$ cat src/rtl/uart_pkg.sv
// Shared register map, status bit positions and FSM state encoding for the
// APB UART peripheral.
package uart_pkg;

  // Register byte offsets within the peripheral slot.
  localparam logic [3:0] USR_OFS = 4'h0;
  localparam logic [3:0] TDR_OFS = 4'h4;
  localparam logic [3:0] RDR_OFS = 4'h8;

  // USR bit positions.
  localparam int USR_RXV = 0;  // rx_valid
  localparam int USR_TXF = 1;  // tx_full
  localparam int USR_TXE = 2;  // tx_empty
  localparam int USR_OVR = 3;  // overrun
  localparam int USR_FE  = 4;  // framing error

  // Common state encoding for the TX and RX framers.
  typedef enum logic [1:0] {IDLE, START, DATA, STOP} uart_state_e;

endpackage

$ cat src/rtl/uart_tx_fifo.sv
// Synchronous TX byte FIFO. A push into a full FIFO is accepted only when a
// pop happens on the same edge; otherwise it is dropped.
module uart_tx_fifo #(
  parameter int DEPTH = 4,
  parameter int W     = 8
) (
  input  logic         PCLK,
  input  logic         PRESET,
  input  logic         push,
  input  logic         pop,
  input  logic [W-1:0] wdata,
  output logic [W-1:0] rdata,
  output logic         full,
  output logic         empty
);

  localparam int AW = (DEPTH > 1) ? $clog2(DEPTH) : 1;

  logic [W-1:0]  mem_q [DEPTH];
  logic [AW-1:0] wr_ptr_q, rd_ptr_q;
  logic [AW:0]   count_q;
  logic          do_push, do_pop;

  assign empty   = (count_q == '0);
  assign full    = (count_q == (AW+1)'(DEPTH));
  assign do_pop  = pop & ~empty;
  assign do_push = push & (~full | do_pop);
  assign rdata   = mem_q[rd_ptr_q];

  // Storage array write port.
  // NOTE: the data array is deliberately not reset; pointers/count define validity.
  always_ff @(posedge PCLK) begin
    if (do_push) mem_q[wr_ptr_q] <= wdata;
  end

  // Pointer and occupancy bookkeeping.
  // NOTE: sequential state uses non-blocking assignments so all flops update together.
  always_ff @(posedge PCLK) begin
    if (PRESET) begin
      wr_ptr_q <= '0;
      rd_ptr_q <= '0;
      count_q  <= '0;
    end else begin
      if (do_push) wr_ptr_q <= (wr_ptr_q == AW'(DEPTH-1)) ? '0 : wr_ptr_q + 1'b1;
      if (do_pop)  rd_ptr_q <= (rd_ptr_q == AW'(DEPTH-1)) ? '0 : rd_ptr_q + 1'b1;
      case ({do_push, do_pop})
        2'b10:   count_q <= count_q + 1'b1;
        2'b01:   count_q <= count_q - 1'b1;
        default: count_q <= count_q;
      endcase
    end
  end

endmodule

$ cat src/rtl/apb_uart_periph.sv
// APB responder UART: 8N1, LSB first, TX FIFO and single-byte RX holding
// register, fixed one-wait-state APB response.
module apb_uart_periph
  import uart_pkg::*;
#(
  parameter int CLK_HZ     = 100_000_000,
  parameter int BAUD       = 9600,
  parameter int FIFO_DEPTH = 4
) (
  input  logic        PCLK,
  input  logic        PRESET,
  input  logic [3:0]  PADDR,
  input  logic [31:0] PWDATA,
  input  logic        PWRITE,
  input  logic        PENABLE,
  input  logic        PSEL,
  output logic [31:0] PRDATA,
  output logic        PREADY,
  output logic        tx,
  input  logic        rx
);

  localparam int TICK_DIV = CLK_HZ / (BAUD * 16);
  localparam int TW       = (TICK_DIV > 1) ? $clog2(TICK_DIV) : 1;

  logic [TW-1:0] tick_cnt_q;
  logic          tick;

  logic          pready_q;
  logic [31:0]   prdata_q, rd_data, usr_val;
  logic          apb_access, wr_tdr, rd_rdr, rd_usr;

  logic [7:0]    fifo_rdata;
  logic          fifo_full, fifo_empty, tx_pop;
  uart_state_e   tx_state_q;
  logic [3:0]    tx_tcnt_q;
  logic [2:0]    tx_idx_q;
  logic [7:0]    tx_shift_q;
  logic          tx_q;

  logic          rx_meta_q, rx_sync_q;
  uart_state_e   rx_state_q;
  logic [3:0]    rx_tcnt_q;
  logic [2:0]    rx_idx_q;
  logic [7:0]    rx_shift_q, rx_byte_q;
  logic          rx_valid_q, ovr_q, fe_q;

  logic          unused_pwdata;
  assign unused_pwdata = ^PWDATA[31:8];

  assign tick = (tick_cnt_q == TW'(TICK_DIV - 1));

  // Free-running 16x oversampling tick generator.
  always_ff @(posedge PCLK) begin
    if (PRESET || tick) tick_cnt_q <= '0;
    else                tick_cnt_q <= tick_cnt_q + 1'b1;
  end

  // Side effects fire only on the edge that raises PREADY.
  assign apb_access = PSEL & PENABLE & ~pready_q;
  assign wr_tdr     = apb_access &  PWRITE & (PADDR == TDR_OFS);
  assign rd_rdr     = apb_access & ~PWRITE & (PADDR == RDR_OFS);
  assign rd_usr     = apb_access & ~PWRITE & (PADDR == USR_OFS);

  // Status word and read-data mux.
  // NOTE: every always_comb output gets a default first so no latch is inferred.
  always_comb begin
    usr_val          = '0;
    usr_val[USR_RXV] = rx_valid_q;
    usr_val[USR_TXF] = fifo_full;
    usr_val[USR_TXE] = fifo_empty & (tx_state_q == IDLE);
    usr_val[USR_OVR] = ovr_q;
    usr_val[USR_FE]  = fe_q;
    rd_data          = '0;
    if (!PWRITE) begin
      case (PADDR)
        USR_OFS: rd_data = usr_val;
        RDR_OFS: rd_data = {24'b0, rx_byte_q};
        default: rd_data = '0;
      endcase
    end
  end

  // Registered APB response: one-cycle PREADY pulse with its read data.
  always_ff @(posedge PCLK) begin
    if (PRESET) begin
      pready_q <= 1'b0;
      prdata_q <= '0;
    end else begin
      pready_q <= apb_access;
      prdata_q <= apb_access ? rd_data : '0;
    end
  end

  assign PREADY = pready_q;
  assign PRDATA = prdata_q;

  uart_tx_fifo #(.DEPTH(FIFO_DEPTH), .W(8)) u_tx_fifo (
    .PCLK  (PCLK),
    .PRESET(PRESET),
    .push  (wr_tdr),
    .pop   (tx_pop),
    .wdata (PWDATA[7:0]),
    .rdata (fifo_rdata),
    .full  (fifo_full),
    .empty (fifo_empty)
  );

  // Pop when idle, or at the end of a stop bit for back-to-back frames.
  assign tx_pop = tick & ~fifo_empty &
                  ((tx_state_q == IDLE) | ((tx_state_q == STOP) & (tx_tcnt_q == 4'd15)));

  // TX framer: each state lasts 16 ticks, tx is a registered output.
  always_ff @(posedge PCLK) begin
    if (PRESET) begin
      tx_state_q <= IDLE;
      tx_tcnt_q  <= '0;
      tx_idx_q   <= '0;
      tx_shift_q <= '0;
      tx_q       <= 1'b1;
    end else if (tick) begin
      case (tx_state_q)
        IDLE: if (tx_pop) begin
          tx_shift_q <= fifo_rdata;
          tx_tcnt_q  <= '0;
          tx_q       <= 1'b0;
          tx_state_q <= START;
        end
        START: if (tx_tcnt_q == 4'd15) begin
          tx_tcnt_q  <= '0;
          tx_idx_q   <= '0;
          tx_q       <= tx_shift_q[0];
          tx_state_q <= DATA;
        end else tx_tcnt_q <= tx_tcnt_q + 4'd1;
        DATA: if (tx_tcnt_q == 4'd15) begin
          tx_tcnt_q <= '0;
          if (tx_idx_q == 3'd7) begin
            tx_q       <= 1'b1;
            tx_state_q <= STOP;
          end else begin
            tx_idx_q   <= tx_idx_q + 3'd1;
            tx_shift_q <= tx_shift_q >> 1;
            tx_q       <= tx_shift_q[1];
          end
        end else tx_tcnt_q <= tx_tcnt_q + 4'd1;
        STOP: if (tx_tcnt_q == 4'd15) begin
          tx_tcnt_q <= '0;
          if (tx_pop) begin
            tx_shift_q <= fifo_rdata;
            tx_q       <= 1'b0;
            tx_state_q <= START;
          end else tx_state_q <= IDLE;
        end else tx_tcnt_q <= tx_tcnt_q + 4'd1;
        default: tx_state_q <= IDLE;
      endcase
    end
  end

  assign tx = tx_q;

  // Two-flop synchronizer for the asynchronous rx line (idles high).
  always_ff @(posedge PCLK) begin
    if (PRESET) begin
      rx_meta_q <= 1'b1;
      rx_sync_q <= 1'b1;
    end else begin
      rx_meta_q <= rx;
      rx_sync_q <= rx_meta_q;
    end
  end

  // RX framer and status flags; frame events are written last so a
  // same-cycle set beats a host clear.
  always_ff @(posedge PCLK) begin
    if (PRESET) begin
      rx_state_q <= IDLE;
      rx_tcnt_q  <= '0;
      rx_idx_q   <= '0;
      rx_shift_q <= '0;
      rx_byte_q  <= '0;
      rx_valid_q <= 1'b0;
      ovr_q      <= 1'b0;
      fe_q       <= 1'b0;
    end else begin
      if (rd_rdr) rx_valid_q <= 1'b0;
      if (rd_usr) begin
        ovr_q <= 1'b0;
        fe_q  <= 1'b0;
      end
      if (tick) begin
        case (rx_state_q)
          IDLE: if (!rx_sync_q) begin
            rx_tcnt_q  <= '0;
            rx_state_q <= START;
          end
          START: if (rx_tcnt_q == 4'd7) begin
            rx_tcnt_q  <= '0;
            rx_idx_q   <= '0;
            rx_state_q <= rx_sync_q ? IDLE : DATA;
          end else rx_tcnt_q <= rx_tcnt_q + 4'd1;
          DATA: if (rx_tcnt_q == 4'd15) begin
            rx_tcnt_q  <= '0;
            rx_shift_q <= {rx_sync_q, rx_shift_q[7:1]};
            if (rx_idx_q == 3'd7) rx_state_q <= STOP;
            else                  rx_idx_q   <= rx_idx_q + 3'd1;
          end else rx_tcnt_q <= rx_tcnt_q + 4'd1;
          STOP: if (rx_tcnt_q == 4'd15) begin
            rx_tcnt_q  <= '0;
            rx_state_q <= IDLE;
            if (!rx_sync_q) fe_q <= 1'b1;
            else if (!rx_valid_q || rd_rdr) begin
              rx_byte_q  <= rx_shift_q;
              rx_valid_q <= 1'b1;
            end else ovr_q <= 1'b1;
          end else rx_tcnt_q <= rx_tcnt_q + 4'd1;
          default: rx_state_q <= IDLE;
        endcase
      end
    end
  end

endmodule

$ cat config.mk
export PLATFORM = sky130hd
export DESIGN_NAME = apb_uart_periph
export DESIGN_NICKNAME = d
export VERILOG_FILES = /design/src/rtl/uart_pkg.sv /design/src/rtl/uart_tx_fifo.sv /design/src/rtl/apb_uart_periph.sv
export SDC_FILE = /design/constraint.sdc
export NUM_CORES = 1
export LEC_CHECK = 0
export ABC_AREA = 1
export CAP_MARGIN = 5
export CORE_MARGIN = 5
export CORE_UTILIZATION = 58
export DETAILED_ROUTE_END_ITERATION = 10
export PLACE_DENSITY = 0.85
export SYNTH_ARGS = -nofsm -noshare
export SYNTH_HDL_FRONTEND = slang
export SYNTH_SLANG_ARGS = --single-unit
export TNS_END_PERCENT = 10
$ cat constraint.sdc
create_clock -name PCLK -period 4.75 [get_ports PCLK]
set_clock_uncertainty 0.2 [all_clocks]
set_input_delay 0.475 -clock PCLK [delete_from_list [all_inputs] [get_ports PCLK]]
set_output_delay 0.475 -clock PCLK [all_outputs]
set_load 0.01 [all_outputs]
==> impl_metrics.yaml, run 1 <==
pwr:
  power.density_mw_per_mm2: 294
  vdd_drop_max_mv: 0.236
  intPower_mw: 1.22
  p_clk_frac: 0.361
  swShare: 0.223
  seqPwrFrac: 0.607
  leakage_nw: 2.16
  p_sw_mw: 0.350
  p_comb_frac: 0.033
synthesis:
  synthXorXnorAreaFrac: 0.00716
  synth_fa_ha_area_frac: 0.0527
  netlist_instances: 566
  yosysWarningCount: 0
  synth-compound-area-share: 0.128
  synth_seq_area_share: 0.507
  synthArstFlopShare: 0
  synthSimpleGateAreaFrac: 0.197
  synth_edf_count: 32
  syn_area_mm2: 0.00489
  synth_seq_cells: 108
  synth_ff_type: "dfxtp_1"
  synth_area_leaders: "dfxtp_1, edfxtp_1, nor2_1"
  syn_avg_cell_area_um2: 8.65
  synth_top_family_by_area: "simple AND/OR/NAND/NOR gates"
  yosys.area.top_type: "dfxtp_1"
  yosys.cell_types.count: 39
  synthMuxAreaShare: 0.0143
  synth_top_area_frac: 0.311
clocking:
  cts-root-buf: "clkbuf_8"
  clkTransAtPathRegs_ns: 0.10
  post-cts-setup-buffers: 0
  worstSkewPairLatency_ns: 0.36
  cts_resized: 0
  ctsHtreeMaxLevel: 3
  ctsHoldBuffers: 0
  clock_path_buffers: 2
  cts_tree: "yes"
  cts_sinks: 108
  cts_buffers: 9
floorplan:
  core_mm2: 0.00822
  ioPinCount: 76
  die_h_um: 102
  rows: 33
  die_x_um: 102
  start_util: 0.596
  die_area_mm2: 0.0104
timing:
  fin_crit_ns: 2.88
  rsz0062_at_grt: "no"
  setup_tns_ns: 0
  worst_slew_pin_slew_ns: 0.795
  relSlewSlack: 0.465
  slew_violations: 0
  hold-worst-slack_ns: 0.227
  setup_violations: 0
  hold_violations: 0
  setup_slack_ns: 1.87
  fmax_ghz: 0.348
  post-route-period-util: 0.605
drt:
  drc: 0
  drt_iter0_markers: 150
  via_per_inst: 5.32
  drtPass1Iterations: 5
  vias: 3727
  antenna_left: 0
  wirelength_mm: 8.97
  wire_per_inst_um: 12.8
place:
  post-place-ws_ns: 1.80
  port_buffers: 27
  gp_congestion: 0.818
  placed_area_mm2: 0.00515
  dpl.hpwl_mm: 6.53
cells_and_area:
  layout.nets: 652
  area_delta_synth_final_pct: 9.28
  fin_area_mm2: 0.00535
  antenna_cells: 0
  utilization: 0.651
  drive_gt1_frac: 0.0521
job:
  maxCapViolCount: 0
worst_setup_path:
  path_common_cell: "nor2_1"
  worst-setup-path-type: "flip-flop to flip-flop"
  crit_arrival_ns: 2.68
  reg2reg_slack_ns: 1.87
  r2r-end: "u_tx_fifo.mem_q[1][1]"
  cpMaxStageDelayCell: "nor2_1"
  required_ns: 4.55
  crit_path_cell_trace: "inv_1, ha_1, nand2_1, nor2_1, nand4_1, nor2_1, o21ai_1, nor2_1"
  r2r_cells: 8
  startpoint_type: "flip-flop"
  worstSetupStartpoint: "tick_cnt_q[0]"
  crit_path_max_fanout: 8
  crit_end: "u_tx_fifo.mem_q[1][1]"
  endpoint_kind: "flip-flop"
  max_stage_delay_ns: 0.65
  r2r-start: "tick_cnt_q[0]"
hold_path:
  min-delay-start: "rx_meta_q"
  hold_path.class: "flip-flop to flip-flop"
grt:
  gr-usage-all-layers: 0.179
  grt_overflow_total: 0
  first_global_vias: 3439
  antenna_found_initial: 0
  grt_max_degree: 23
  grt_pass1_wl_mm: 14.7
status:
  outcome: "complete, no violations"
[worst min path at each step]
| stage | end | slack (ns) | cells after the start |
|---|---|---|---|
| after floorplan | rx_sync_q | 0.19 | 1 |
| after global placement | rx_sync_q | 0.20 | 1 |
| after detailed placement | rx_sync_q | 0.20 | 1 |
| after CTS | rx_sync_q | 0.23 | 1 |
| after global routing | rx_sync_q | 0.25 | 1 |
| final | rx_sync_q | 0.23 | 1 |
[power by group through the flow]
stage,Clock (mW),Sequential [mW],Combinational [mW]
2_1_floorplan,0,0.975,0.0422
3_3_place_gp,0,0.975,0.0488
3_5_place_dp,0,0.975,0.0507
4_1_cts,0.584,0.954,0.0508
5_1_grt,0.618,0.955,0.0573
6_report,0.568,0.954,0.0512
[synthesized netlist by cell type (all sizes together) (4+ instances only)]
library cell,number
nand2,73
xor2,4
or2,5
nand4,7
ha,19
nor3b,4
clkbuf,10
buf,28
dfxtp,76
nor2,92
inv,56
edfxtp,32
nand3,23
o21ai,61
nor3,8
mux2i,7
a21oi,43
[stage by stage]
step	cells	power [mW]
2_1_floorplan	589	1.02
5_1_grt	700	1.63
3_3_place_gp	684	1.02
6_report	700	1.57
4_1_cts	700	1.59
3_5_place_dp	684	1.03
[state kept, by name (all words and copies together) (netlist names), named ones only]
name and flops:
rx_meta_q 1, rx_idx_q 3, u_tx_fifo.wr_ptr_q 2, rx_state_q 1, tx_shift_q 8, fe_q 1, PREADY 1, tx_state_q 2
rx_byte_q 8, PRDATA 8, rx_shift_q 8, rx_tcnt_q 4, tx 1, u_tx_fifo.rd_ptr_q 2, rx_valid_q 1, tx_tcnt_q 4
ovr_q 1, u_tx_fifo.count_q 3, tx_idx_q 3, tick_cnt_q 10, u_tx_fifo.mem_q 32, rx_sync_q 1
[cell families (layout without fill, tap and decap cells)]
kind of cell / count (synthesis) / in the layout
DFF: 108 / 108
buffers and inverters: 94 / 100
and+or+nand+nor: 216 / 216
muxes: 7 / 7
other: 1 / 24
adders and majority gates: 20 / 20
xor gates and xnor gates: 4 / 4
AOI/OAI and AO/OA: 116 / 116
[critical path, delay by kind of cell, from the launching register on]
family                   cells  cell delay, ns
AND/OR/NAND/NOR              5            1.54
adder cells (fa/ha/maj)      1            0.14
AO/OA/AOI/OAI                1            0.21
flip-flops                   1            0.36
buffers and inverters        1            0.07
[final cells by class]
type,instances,area (µm²)
well taps,105,131
flip-flops and latches,108,2480
repair buffers,28,278
clock buffers,9,124
multi-input cells,387,2040
clock inverters,7,78.8
inverters,56,210
fillers,652,2870
[layer usage]
| layer | up-vias | track usage | wire length, µm |
|---|---|---|---|
| met3 | 16 | 0.0464 | 480 |
| met1 | 1734 | 0.213 | 3770 |
| met4 | 0 | 0.0737 | 208 |
| met2 | 103 | 0.310 | 4510 |
| met5 | - | 0 | 0 |
| li1 | 1874 | - | - |
[layout by cell type (no fill, tap or decap), types with 4 or more instances in the layout]
| master | n |
|---|---|
| nor2_1 | 89 |
| dfxtp_1 | 76 |
| nand2_1 | 73 |
| inv_1 | 55 |
| o21ai_0 | 54 |
| a21oi_1 | 43 |
| edfxtp_1 | 32 |
| clkdlybuf4s50_1 | 27 |
| conb_1 | 24 |
| nand3_1 | 19 |
| ha_1 | 19 |
| clkbuf_8 | 9 |
| nand4_1 | 7 |
| nor3_1 | 7 |
| o21ai_1 | 7 |
| mux2i_1 | 7 |
| or2_2 | 5 |
| xor2_1 | 4 |
| nor3b_1 | 4 |
Power figures use the tool's default switching activity.
==> run 2, diff against run 1 <==
CORE_UTILIZATION = 49   (was 58)
PLACE_DENSITY = 0.77   (was 0.85)
clock period = 2.5 ns   (was 4.75 ns; I/O delays follow)
==> impl_metrics.yaml, run 2 (same netlist as run 1, synthesis figures left out) <==
grt:
  busiest_layer: "met2"
  grt_max_degree: 20
  gr-usage-all-layers: 0.158
  first_global_vias: 3547
  grt_overflow_total: 0
  grt_pass1_wl_mm: 15.2
  met1_usage: 0.190
  met2_usage: 0.271
  antenna_found_initial: 0
  use_met3: 0.0341
cells_and_area:
  top_register: "u_tx_fifo.mem_q"
  largest_reg_flops: 32
  final_cell_mix: "nor2_1, dfxtp_1, nand2_1, inv_1, o21ai_0"
  drive_gt1_frac: 0.0773
  layout.nets: 665
  largest_registers: "u_tx_fifo.mem_q: 32 flops, tick_cnt_q: 10 flops"
  antenna_cells: 0
  final_common_cell: "nor2_1"
  area_delta_synth_final_pct: 11.7
pwr:
  vdd_drop_max_mv: 0.377
  power_mw: 2.90
  leakage_nw: 2.20
  power.density_mw_per_mm2: 530
drt:
  antenna_left: 0
  drt_iter0_markers: 145
  wire_per_inst_um: 12.2
  vias: 3702
  drc: 0
  via_per_inst: 5.00
  wirelength_mm: 9.02
  drtPass1Iterations: 5
worst_setup_path:
  crit_path_max_fanout: 5
  reg2reg_slack_ns: 0.21
  worst-setup-path-type: "flip-flop to flip-flop"
  required_ns: 2.57
  endpoint_kind: "flip-flop"
  crit_arrival_ns: 2.37
  startpoint_type: "flip-flop"
floorplan:
  rows: 36
  die_area_mm2: 0.0121
  ioPinCount: 76
  die_x_um: 110
  start_util: 0.501
  die_h_um: 110
  core_mm2: 0.00977
place:
  dpl.hpwl_mm: 6.57
  port_buffers: 27
  gp_congestion: 0.841
clocking:
  worstSkewPairLatency_ns: 0.37
  ctsHtreeMaxLevel: 3
  cts-root-buf: "clkbuf_8"
  cts_buffers: 9
  ctsHoldBuffers: 0
  clock_path_buffers: 2
  cts_sinks: 108
  cts_tree: "yes"
  clkTransAtPathRegs_ns: 0.10
timing:
  hold_violations: 0
  slew_violations: 0
  relSlewSlack: 0.662
  worst_slew_pin_slew_ns: 0.505
  post-route-period-util: 0.918
  fmax_ghz: 0.436
  setup_violations: 0
  hold-worst-slack_ns: 0.223
  setup_tns_ns: 0
  fin_crit_ns: 2.29
job:
  maxCapViolCount: 0
hold_path:
  hold_path.class: "flip-flop to flip-flop"
status:
  outcome: "complete, no violations"
run 2: cell types whose count changed in the layout (fill, tap and decap cells not counted), sizes merged:
cell,before,now
buf,1,14
inv,60,59
bufinv,1,0
clkinvlp,0,2
run 2: stage by stage:
step / cells / setup slack, ns / area [µm²] / utilization
2_1_floorplan: 589 / 0.305 / 4980 / -
3_3_place_gp: 723 / 0.236 / 5260 / 0.539
3_5_place_dp: 723 / 0.164 / 5260 / 0.539
4_1_cts: 739 / 0.141 / 5450 / 0.557
5_1_grt: 741 / -0.0371 / 5470 / 0.559
6_report: 741 / 0.206 / 5470 / 0.559
run 2: power by group:
group          switching (mW)  internal [mW]
sequential            0.00674           1.81
clock                   0.608          0.376
combinational          0.0599         0.0400
total                   0.675           2.22
run 2: path summary, 6_finish.rpt:
check,from,to,depth (start not counted)
min,rx_meta_q,rx_sync_q,1
max,tick_cnt_q[0],u_tx_fifo.count_q[2],12
min reg2reg,rx_meta_q,rx_sync_q,1
max reg2reg,tick_cnt_q[0],u_tx_fifo.count_q[2],12
run 2: final cells by class:
class	count	area, µm²
Timing Repair Buffer	41	375
Sequential cell	108	2480
Fill cell	860	4310
Clock inverter	7	57.6
Clock buffer	9	124
Tap cell	133	166
Inverter	56	210
Multi-Input combinational cell	387	2050
run 2: worst max-delay path: stages (launching register included):
cell and delay (ns):
dfxtp_1 0.36, inv_1 0.07, ha_1 0.13, nand2_1 0.06
nor2_2 0.10, nand4_1 0.17, nor2_2 0.18, nand3_1 0.12
fa_1 0.40, inv_1 0.08, nand4_1 0.12, a21oi_1 0.15
nor2_1 0.05
run 2: metal layers:
metal	part of all wire	vias to the layer above
li1	-	1898
met1	0.44	1697
met2	0.49	90
met3	0.053	17
met4	0.019	0
met5	0	-
run 2: repair_timing:
action | 4_1_cts | 5_1_grt
gates resized for setup | 0 | 2
buffers inserted | 0 | 2
endpoints found under the setup margin | 0 | 1
